--- config.mk ---
export PLATFORM = sky130hd
export DESIGN_NAME = hazard_ctrl_gen_flat
export DESIGN_NICKNAME = d
export VERILOG_FILES = /design/src/rtl/hazard_ctrl_gen_pkg.sv /design/src/rtl/hazard_ctrl_gen_if.sv /design/src/rtl/hazard_ctrl_gen_load_scoreboard.sv /design/src/rtl/hazard_ctrl_gen.sv /design/src/flat_wrapper.sv
export SDC_FILE = /design/constraint.sdc
export NUM_CORES = 1
export LEC_CHECK = 0
export CELL_PAD_IN_SITES_DETAIL_PLACEMENT = 0
export CELL_PAD_IN_SITES_GLOBAL_PLACEMENT = 1
export CORE_MARGIN = 5
export CORE_UTILIZATION = 38
export CTS_CLUSTER_SIZE = 40
export DETAILED_ROUTE_END_ITERATION = 7
export DONT_BUFFER_PORTS = 1
export GPL_TIMING_DRIVEN = 0
export PLACE_DENSITY = 0.83
export SLEW_MARGIN = 20
export SYNTH_ARGS = -nofsm -noshare
export SYNTH_HDL_FRONTEND = slang
export SYNTH_SLANG_ARGS = --single-unit
--- constraint.sdc ---
create_clock -name clk -period 1.6 [get_ports clk]
set_input_delay 0.32 -clock clk [delete_from_list [all_inputs] [get_ports clk]]
set_output_delay 0.32 -clock clk [all_outputs]
set_load 0.05 [all_outputs]
--- src/rtl/hazard_ctrl_gen_pkg.sv ---
// Shared definitions for the hazard controller: stage indices, flush encodings
// and the width helper used for the fetch counters.
package hazard_pkg;

   localparam int unsigned IF_S  = 0;
   localparam int unsigned ID_S  = 1;
   localparam int unsigned EX_S  = 2;
   localparam int unsigned MEM_S = 3;

   typedef enum logic [2:0] {
      FLUSH_NONE = 3'b000,
      FLUSH_JUMP = 3'b011,
      FLUSH_INT  = 3'b111
   } flush_e;

   localparam logic [1:0] MEMTOREG_MUX_MEM = 2'd1;

   function automatic int unsigned clog2(input int unsigned v);
      int unsigned r;
      r = 0;
      while ((64'd1 << r) < 64'(v)) r++;
      return r;
   endfunction

endpackage

--- src/rtl/hazard_ctrl_gen_if.sv ---
// Pipeline-to-hazard-controller signal bundle; the controller is the slave.
interface hazard_ctrl_gen_if #(
   parameter int unsigned NSTAGE = 5,
   parameter int unsigned REG_AW = 5
);

   logic              jump;
   logic              jump_reg;
   logic              branch;
   logic              int_req;
   logic              ex_load;
   logic [REG_AW-1:0] ex_rd_addr;
   logic [REG_AW-1:0] id_rs1_addr;
   logic [REG_AW-1:0] id_rs2_addr;
   logic [1:0]        id_hazard_op;
   logic              ex_busy;
   logic              instr_issue;
   logic              instr_resp;
   logic              instr_wait;
   logic              data_req;
   logic              data_wait;
   logic [NSTAGE-2:0] stall;
   logic [2:0]        flush;
   logic              ex_bubble;
   logic              fetch_squash;
   logic              issue_ok;

   modport master (
      output jump, jump_reg, branch, int_req, ex_load, ex_rd_addr,
             id_rs1_addr, id_rs2_addr, id_hazard_op, ex_busy,
             instr_issue, instr_resp, instr_wait, data_req, data_wait,
      input  stall, flush, ex_bubble, fetch_squash, issue_ok
   );

   modport slave (
      input  jump, jump_reg, branch, int_req, ex_load, ex_rd_addr,
             id_rs1_addr, id_rs2_addr, id_hazard_op, ex_busy,
             instr_issue, instr_resp, instr_wait, data_req, data_wait,
      output stall, flush, ex_bubble, fetch_squash, issue_ok
   );

endinterface

--- src/rtl/hazard_ctrl_gen_load_scoreboard.sv ---
// Tracks loads that have left EX but whose data is not yet forwardable, and
// flags a load-use hazard against the ID source registers.
module load_scoreboard #(
   parameter  int unsigned LOAD_LAT = 2,
   parameter  int unsigned REG_AW   = 5,
   localparam int unsigned NE       = (LOAD_LAT > 1) ? LOAD_LAT - 1 : 1
) (
   input  logic              clk,
   input  logic              rst,
   input  logic              ex_load,
   input  logic              ex_kill,
   input  logic [REG_AW-1:0] ex_rd_addr,
   input  logic [NE-1:0]     hold,
   input  logic [REG_AW-1:0] id_rs1_addr,
   input  logic [REG_AW-1:0] id_rs2_addr,
   input  logic [1:0]        id_hazard_op,
   output logic              luse
);

   logic [NE-1:0]     v_q;
   logic [NE-1:0]     v_nxt;
   logic [REG_AW-1:0] rd_q   [NE];
   logic [REG_AW-1:0] rd_nxt [NE];
   logic              head_v;

   function automatic logic hit(input logic v, input logic [REG_AW-1:0] rd);
      return v && (rd != '0) &&
             ((id_hazard_op[0] && (rd == id_rs1_addr)) ||
              (id_hazard_op[1] && (rd == id_rs2_addr)));
   endfunction

   // With LOAD_LAT==1 the single entry is never filled, leaving only the EX term.
   always_comb begin
      head_v    = ex_load & ~ex_kill & (LOAD_LAT > 1);
      v_nxt     = (v_q << 1) | NE'(head_v);
      rd_nxt[0] = ex_rd_addr;
      for (int unsigned k = 1; k < NE; k++) rd_nxt[k] = rd_q[k-1];
      luse = hit(ex_load, ex_rd_addr);
      for (int unsigned k = 0; k < NE; k++) luse = luse | hit(v_q[k], rd_q[k]);
   end

   always_ff @(posedge clk) begin
      if (rst) begin
         v_q <= '0;
      end else begin
         for (int unsigned k = 0; k < NE; k++) begin
            if (!hold[k]) begin
               v_q[k]  <= v_nxt[k];
               rd_q[k] <= rd_nxt[k];
            end
         end
      end
   end

endmodule

--- src/rtl/hazard_ctrl_gen.sv ---
// Per-stage stall/flush generation for an NSTAGE in-order pipeline, with
// load-use tracking, EX busy stall and counted wrong-path fetch squashing.
module hazard_ctrl_gen
   import hazard_pkg::*;
#(
   parameter int unsigned NSTAGE    = 5,
   parameter int unsigned REG_AW    = 5,
   parameter int unsigned LOAD_LAT  = 2,
   parameter int unsigned MAX_OUTST = 2
) (
   input logic              clk,
   input logic              rst,
   hazard_ctrl_gen_if.slave bus
);

   localparam int unsigned SW = NSTAGE - 1;
   localparam int unsigned CW = clog2(MAX_OUTST + 1);
   localparam int unsigned NE = (LOAD_LAT > 1) ? LOAD_LAT - 1 : 1;
   localparam logic [CW-1:0] MAX_C = CW'(MAX_OUTST);

   logic          quiet_q;
   logic          quiet;
   logic          jump_event;
   logic          dstall;
   logic          luse;
   flush_e        raw_flush;
   logic [2:0]    flush_c;
   logic [SW-1:0] stall_c;
   logic          ex_bubble_c;
   logic          fetch_squash_c;
   logic [CW-1:0] outst_cnt;
   logic [CW-1:0] squash_cnt;
   logic [CW-1:0] cnt_nxt;
   logic [NE-1:0] sb_hold;

   // Outputs stay quiet during reset and the cycle after it.
   always_comb begin
      quiet      = rst | quiet_q;
      jump_event = bus.jump | bus.jump_reg | bus.branch;
      dstall     = bus.data_req & bus.data_wait;
      cnt_nxt    = outst_cnt + CW'(bus.instr_issue) - CW'(bus.instr_resp);

      if (bus.int_req)     raw_flush = FLUSH_INT;
      else if (jump_event) raw_flush = FLUSH_JUMP;
      else                 raw_flush = FLUSH_NONE;

      flush_c = '0;
      if (!quiet && !dstall) flush_c = raw_flush;

      stall_c = '0;
      if (!quiet) begin
         if (dstall)
            stall_c = '1;
         else if (bus.ex_busy)
            stall_c[EX_S:IF_S] = '1;
         else if (luse || (!jump_event && bus.instr_wait))
            stall_c[ID_S:IF_S] = '1;
         else if (!jump_event && ((squash_cnt != '0) || bus.instr_wait))
            stall_c[IF_S] = 1'b1;
      end

      ex_bubble_c    = ~quiet & luse & ~bus.ex_busy & ~dstall;
      fetch_squash_c = ~quiet & bus.instr_resp & ((squash_cnt != '0) | flush_c[IF_S]);
   end

   // Entry k follows the stage k+2 hold; stages past the last stall bit never hold.
   for (genvar k = 0; k < NE; k++) begin : g_hold
      if (k + 2 < SW) begin : g_stage
         assign sb_hold[k] = stall_c[k+2];
      end else begin : g_free
         assign sb_hold[k] = 1'b0;
      end
   end

   load_scoreboard #(
      .LOAD_LAT (LOAD_LAT),
      .REG_AW   (REG_AW)
   ) u_load_scoreboard (
      .clk          (clk),
      .rst          (rst),
      .ex_load      (bus.ex_load),
      .ex_kill      (flush_c[EX_S]),
      .ex_rd_addr   (bus.ex_rd_addr),
      .hold         (sb_hold),
      .id_rs1_addr  (bus.id_rs1_addr),
      .id_rs2_addr  (bus.id_rs2_addr),
      .id_hazard_op (bus.id_hazard_op),
      .luse         (luse)
   );

   always_ff @(posedge clk) begin
      if (rst) begin
         quiet_q    <= 1'b1;
         outst_cnt  <= '0;
         squash_cnt <= '0;
      end else begin
         quiet_q   <= 1'b0;
         outst_cnt <= cnt_nxt;
         if (flush_c[IF_S])
            squash_cnt <= cnt_nxt;
         else if (bus.instr_resp && (squash_cnt != '0))
            squash_cnt <= squash_cnt - 1'b1;
      end
   end

   assign bus.stall        = stall_c;
   assign bus.flush        = flush_c;
   assign bus.ex_bubble    = ex_bubble_c;
   assign bus.fetch_squash = fetch_squash_c;
   assign bus.issue_ok     = quiet | (outst_cnt < MAX_C);

   a_issue_over: assert property (@(posedge clk) disable iff (rst)
      !(bus.instr_issue && (outst_cnt >= MAX_C)));
   a_resp_under: assert property (@(posedge clk) disable iff (rst)
      !(bus.instr_resp && (outst_cnt == '0)));

endmodule

--- src/flat_wrapper.sv ---
// flat-port wrapper written by rule: the top's interface ports become plain ports
module hazard_ctrl_gen_flat import hazard_pkg::*;
#(
   parameter int unsigned NSTAGE    = 5,
   parameter int unsigned REG_AW    = 5,
   parameter int unsigned LOAD_LAT  = 2,
   parameter int unsigned MAX_OUTST = 2
)
  (clk, rst, bus_jump, bus_jump_reg, bus_branch, bus_int_req, bus_ex_load, bus_ex_rd_addr, bus_id_rs1_addr, bus_id_rs2_addr, bus_id_hazard_op, bus_ex_busy, bus_instr_issue, bus_instr_resp, bus_instr_wait, bus_data_req, bus_data_wait, bus_stall, bus_flush, bus_ex_bubble, bus_fetch_squash, bus_issue_ok);
  hazard_ctrl_gen_if #(.NSTAGE(NSTAGE), .REG_AW(REG_AW)) bus_i ();
  input logic clk;
  input logic rst;
  input wire logic [$bits(bus_i.jump)-1:0] bus_jump;
  input wire logic [$bits(bus_i.jump_reg)-1:0] bus_jump_reg;
  input wire logic [$bits(bus_i.branch)-1:0] bus_branch;
  input wire logic [$bits(bus_i.int_req)-1:0] bus_int_req;
  input wire logic [$bits(bus_i.ex_load)-1:0] bus_ex_load;
  input wire logic [$bits(bus_i.ex_rd_addr)-1:0] bus_ex_rd_addr;
  input wire logic [$bits(bus_i.id_rs1_addr)-1:0] bus_id_rs1_addr;
  input wire logic [$bits(bus_i.id_rs2_addr)-1:0] bus_id_rs2_addr;
  input wire logic [$bits(bus_i.id_hazard_op)-1:0] bus_id_hazard_op;
  input wire logic [$bits(bus_i.ex_busy)-1:0] bus_ex_busy;
  input wire logic [$bits(bus_i.instr_issue)-1:0] bus_instr_issue;
  input wire logic [$bits(bus_i.instr_resp)-1:0] bus_instr_resp;
  input wire logic [$bits(bus_i.instr_wait)-1:0] bus_instr_wait;
  input wire logic [$bits(bus_i.data_req)-1:0] bus_data_req;
  input wire logic [$bits(bus_i.data_wait)-1:0] bus_data_wait;
  output wire logic [$bits(bus_i.stall)-1:0] bus_stall;
  output wire logic [$bits(bus_i.flush)-1:0] bus_flush;
  output wire logic [$bits(bus_i.ex_bubble)-1:0] bus_ex_bubble;
  output wire logic [$bits(bus_i.fetch_squash)-1:0] bus_fetch_squash;
  output wire logic [$bits(bus_i.issue_ok)-1:0] bus_issue_ok;
  assign bus_i.jump = bus_jump;
  assign bus_i.jump_reg = bus_jump_reg;
  assign bus_i.branch = bus_branch;
  assign bus_i.int_req = bus_int_req;
  assign bus_i.ex_load = bus_ex_load;
  assign bus_i.ex_rd_addr = bus_ex_rd_addr;
  assign bus_i.id_rs1_addr = bus_id_rs1_addr;
  assign bus_i.id_rs2_addr = bus_id_rs2_addr;
  assign bus_i.id_hazard_op = bus_id_hazard_op;
  assign bus_i.ex_busy = bus_ex_busy;
  assign bus_i.instr_issue = bus_instr_issue;
  assign bus_i.instr_resp = bus_instr_resp;
  assign bus_i.instr_wait = bus_instr_wait;
  assign bus_i.data_req = bus_data_req;
  assign bus_i.data_wait = bus_data_wait;
  assign bus_stall = bus_i.stall;
  assign bus_flush = bus_i.flush;
  assign bus_ex_bubble = bus_i.ex_bubble;
  assign bus_fetch_squash = bus_i.fetch_squash;
  assign bus_issue_ok = bus_i.issue_ok;
  hazard_ctrl_gen #(.NSTAGE(NSTAGE), .REG_AW(REG_AW), .LOAD_LAT(LOAD_LAT), .MAX_OUTST(MAX_OUTST)) u_core (.clk(clk), .rst(rst), .bus(bus_i));
endmodule
# == Word level (Yosys, flattened, before mapping) ==
# Memory sizes are Yosys's and may differ from the RTL's.
# Cells that the tools add are included.
# word_totals
regBits,6
ram_bits,5
in_bits,30
out_inout_bits,10
wordCells,70
mem_count,1
# op_classes
n_addsub,3
magnitude_cmp,1
n_eq_ne,4
mux,17
bitwise_logic,17
n_reduce_logical,23
# mem_list
name,words,width,read_ports,rd_clocked_by_memory_dff,write_ports,line,source
u_core.u_load_scoreboard.rd_q,1,5,1,0,1,hazard_ctrl_gen_load_scoreboard.sv:22,logic [REG_AW-1:0] rd_q [NE];
# ops
cell,n
$eq A5 B5 Y1,4
$logic_and A1 B1 Y1,12
$reduce_bool A5 Y1,2
$mux W1,9
$mux W3,3
$mux W2,4
$and A1 B1 Y1,7
$or A1 B1 Y1,6
$logic_or A1 B1 Y1,4
$mux W4,1
$not A1 Y1,4
$reduce_bool A2 Y1,2
$logic_not A1 Y1,3
$add A2 B1 Y2,1
$lt A2 B2 Y1 const B,1
$sub A2 B1 Y2,1
$sub A2 B1 Y2 const B,1

# == Longest topological paths before layout ==
# An unclocked memory read counts as a cell.
# depth
ltp_word,14
depth_mapped,8
ltp_nobuf,8

# == Modules after synthesis ==
# A second synthesis with hierarchy kept.
# hier_totals
hier_cells,90
hier_area_um2,824.5
# modules_own_cells
mod,n_inst,cells_each,area_each_um2,seq_area_each_um2
load_scoreboard,1,43,451.7,170.2
hazard_ctrl_gen,1,47,372.9,100.1

# == Worst setup path before layout ==
# OpenSTA, ideal clock, no wires.
# synth_timing
path_type,in2out
from,input port rst
to,output port bus_fetch_squash
t_arrival_ps,2351
required_ps,1280
setup_slack_ps,-1071
cell_stages,4
n_path_buf,0
cell_sequence,or2_1 a221oi_2 inv_2 a21oi_1
# synth_between
elab_chain_len,6
word_cells_on_any_way,8
cone_classes,1 x mux; 5 x bitwise; 2 x reduce/logical
# synth_lines
element,line,source
"start, declared",flat_wrapper.sv:12,input logic rst;
$or A1 B1 Y1,hazard_ctrl_gen.sv:38,quiet = rst | quiet_q;
$logic_not A1 Y1,hazard_ctrl_gen.sv:48,if (!quiet && !dstall) flush_c = raw_flush;
$logic_and A1 B1 Y1,hazard_ctrl_gen.sv:48,
$mux W3,hazard_ctrl_gen.sv:48,
named net bus_flush[0],flat_wrapper.sv:29,output wire logic [$bits(bus_i.flush)-1:0] bus_flush;
$or A1 B1 Y1,hazard_ctrl_gen.sv:63,fetch_squash_c = ~quiet & bus.instr_resp & ((squash_cnt != '0) | flush_c[IF_S]);
$and A1 B1 Y1,hazard_ctrl_gen.sv:63,
"end, declared",flat_wrapper.sv:31,output wire logic [$bits(bus_i.fetch_squash)-1:0] bus_fetch_squash;
# The timed path passes the listed nets, and every way through them passes these cells.

# == Final worst setup path ==
# layout_timing
from,memory u_core.u_load_scoreboard.rd_q[0][0]
to,output port bus_ex_bubble
# layout_between
elab_chain_len,9
word_cells_on_any_way,13
cone_classes,2 x eq/ne; 4 x bitwise; 6 x reduce/logical; 1 x memory
# layout_lines
element,line,source
"start, declared",hazard_ctrl_gen_load_scoreboard.sv:22,
$mem_v2 Z1 W5 *,-,
"$eq A5 B5 Y1, on equally long branches","hazard_ctrl_gen_load_scoreboard.sv:28, hazard_ctrl_gen_load_scoreboard.sv:29",
"$logic_and A1 B1 Y1, on equally long branches","hazard_ctrl_gen_load_scoreboard.sv:28, hazard_ctrl_gen_load_scoreboard.sv:29",
$logic_or A1 B1 Y1,hazard_ctrl_gen_load_scoreboard.sv:28,((id_hazard_op[0] && (rd == id_rs1_addr)) ||
$logic_and A1 B1 Y1 *,hazard_ctrl_gen_load_scoreboard.sv:27,return v && (rd != '0) &&
$or A1 B1 Y1 *,hazard_ctrl_gen_load_scoreboard.sv:39,"for (int unsigned k = 0; k < NE; k++) luse = luse | hit(v_q[k], rd_q[k]);"
$and A1 B1 Y1 * (3 in series),hazard_ctrl_gen.sv:62,ex_bubble_c = ~quiet & luse & ~bus.ex_busy & ~dstall;
"end, declared",flat_wrapper.sv:30,output wire logic [$bits(bus_i.ex_bubble)-1:0] bus_ex_bubble;
# Mark *: on every way between the ends. The rest lies on a longest branch, timed or not.

==> flow_metrics.env <==
export IMPL_status="finished, violations left"
export IMPL_violations="setup timing"
export IMPL_fin_crit_sh_pct=141.3
export IMPL_avgViaCountPerCell=5.195
export IMPL_worstSetupEndpointType="output pin"
export IMPL_tns_ns=-3.379
export IMPL_max_freq_mhz=442.4
export IMPL_pin_count=40
export IMPL_required_ns=1.28
export IMPL_synth_warnings=0
export IMPL_firstDrtPassIters=4
export IMPL_syn_avg_cell_area_um2=8.679
export IMPL_yosysUniqueCellTypes=25
export IMPL_die_area_mm2=0.003201
export IMPL_regToRegSetupSlack_ns=-0.12
export IMPL_drt_iter0_drc=6
export IMPL_peakVddDrop_mv=0.4577
export IMPL_finalHoldViolCount=0
export IMPL_antenna_found_initial=0
export IMPL_finalNonFillerCells=133
export IMPL_numClockSinks=11
export IMPL_final_nets=140
export IMPL_dp_cells=122
export IMPL_setup_viol=7
export IMPL_pwr_density_cell_mw_per_mm2=788.0
export IMPL_fp_dieH_um=56.58
export IMPL_rsz0062_at_grt="yes"
export IMPL_setup_slack_ns=-0.6603
export IMPL_timing_final_crit_period_ns=2.260
export IMPL_skew_ns=0.006957
export IMPL_cts_root_buf="clkbuf_4"
export IMPL_wirelength_um=1926
export IMPL_drive_above_1_share_pct=23.58
export IMPL_core_area_mm2=0.002022
export IMPL_drc_errors=0
export IMPL_gp_congestion=0.8961
export IMPL_hold_class="in -> reg"
export IMPL_synth_ff_type="dfxtp_1"
export IMPL_seq_area_um2=270.3
export IMPL_die_w_um=56.58
export IMPL_crit_path_start_kind="flip-flop"
export IMPL_crit_type="reg -> out"
export IMPL_clk_pin_slew_ns=0.07
export IMPL_ctsLongestPathBuffers=2
export IMPL_post_dp_cell_area_um2=895.9
export IMPL_cp_data_arrival_time_ns=1.94
export IMPL_crit_fanout=3
export IMPL_synth_seq_cells=11
export IMPL_overflow=0
export IMPL_port_buffers=0
export IMPL_htree_levels=1
export IMPL_final_cell_mix="xnor2_1, nand2_1, buf_4"
export IMPL_multi_input_area_um2=600.6
export IMPL_cts_tree="built"
export IMPL_power_leakage_uw=0.0003375
export IMPL_grt_max_degree=10
export IMPL_num_antenna_cells=0
export IMPL_yosysSeqAreaShare_pct=32.78
export IMPL_start_util_pct=40.78
export IMPL_drv_cap=0
export IMPL_syn_nets=128
export IMPL_syn_inst=95
export IMPL_drtAntennaViolNets=0
export IMPL_maxSlewViolCount=0
export IMPL_worst_pin_slew_ns=0.8068
export IMPL_num_rows=16
export IMPL_post_drt_wl_per_cell_um=14.48
export IMPL_fin_area_mm2=0.001036
export IMPL_clk_latency_ns=0.26
export IMPL_fillers=188
export IMPL_dp_hpwl_um=1577
export IMPL_num_vias=691
export IMPL_synth_area_um2=824.5
export IMPL_synth_edf_count=5
export IMPL_grt_usage_pct=13.42
export IMPL_cts_made_buffers=3
export IMPL_area_growth_synth_to_final_pct=25.64
export IMPL_grt_pass1_vias=777
export IMPL_final_common_cell="xnor2_1"
export IMPL_ys_async_sr_fraction_pct=0
export IMPL_grt_pass1_wl_um=3394
export IMPL_slew_limit_headroom_pct=46.21
export IMPL_post_route_util_pct=51.24
## timing repair
action                     CTS  global route
hold endpoints to repair     0             0
pin swaps                    6             6
hold buffers                 0             0
setup endpoints to repair   10            11
buffers inserted             6             1
cloned                       0             0
gates resized for setup      9             2
## per-stage QoR
stage	setup WS [ns]	total power, µW	hold WS (ns)
2_1_floorplan	-0.3580	584.6	0.3477
3_3_place_gp	-0.4705	609.0	0.3486
3_5_place_dp	-0.4916	617.3	0.3487
4_1_cts	-0.6977	825.6	0.06682
5_1_grt	-0.7371	880.2	0.05722
6_report	-0.6603	816.3	0.07957
## Yosys cell counts (2+ instances only)
library cell   n  area, µm²
nor2_1        10      37.54
xnor2_1       23      201.4
a21oi_1        4      20.02
inv_1          6      22.52
edfxtp_1       5      150.1
nand4_1        4      25.02
nor2b_1        3      18.77
buf_4          3      22.52
a31oi_1        2      12.51
nand2_1       12      45.04
ha_1           3      37.54
nor3_1         2      10.01
dfxtp_1        6      120.1
## where the power goes
part	leakage, µW	switching (µW)	internal [µW]	total (µW)
clock	0.0000150	82.6	96.1	179
combinational	0.000224	157	133	290
sequential	0.0000981	20.1	328	348
total	0.000337	260	557	816
## area by class of cell
cell class,instances,area share [%]
plain buffers,3,2.536
well taps,27,3.261
flip-flops and latches,11,26.09
repair buffers,7,5.072
inverters,7,2.536
multi-input cells,74,57.97
clock buffers,4,2.536
## routing by layer
layer  GRT usage [%]  vias up  wire length [µm]
li1                -      344                 -
met1           14.92      322               731
met3           4.817        4               160
met2           22.61       21              1005
met4           6.102        0                28
met5               0        -                 0
## flip-flops by register name (all words and copies together) (netlist names)
signal and flops:
u_core.u_load_scoreboard.rd_q 5, u_core.outst_cnt 2, u_core.squash_cnt 2, u_core.u_load_scoreboard.v_q 1, u_core.quiet_q 1
## logic make-up after synthesis
family,after synthesis,synth area share [%]
DFF,11,32.78
and+or+nand+nor,34,18.97
adders and majority gates,3,4.553
xor gates and xnor gates,23,24.43
AOI/OAI and AO/OA,14,13.35
buffers and inverters,10,5.917
## critical path, stage by stage, from the launching register on
cell and delay (ns):
edfxtp_1 0.42, or4_1 0.54, o21a_1 0.21, a32oi_4 0.26
buf_4 0.18, nor2_4 0.07
## worst paths after layout
kind | startpoint | to | cells after the start
max | u_core.u_load_scoreboard.rd_q[0][0] | bus_ex_bubble | 5
min | rst | u_core.quiet_q | 0
max reg2reg | u_core.quiet_q | u_core.squash_cnt[1] | 6
min reg2reg | u_core.u_load_scoreboard.v_q | u_core.u_load_scoreboard.v_q | 2
No activity file was read; power rests on OpenSTA's default activity.
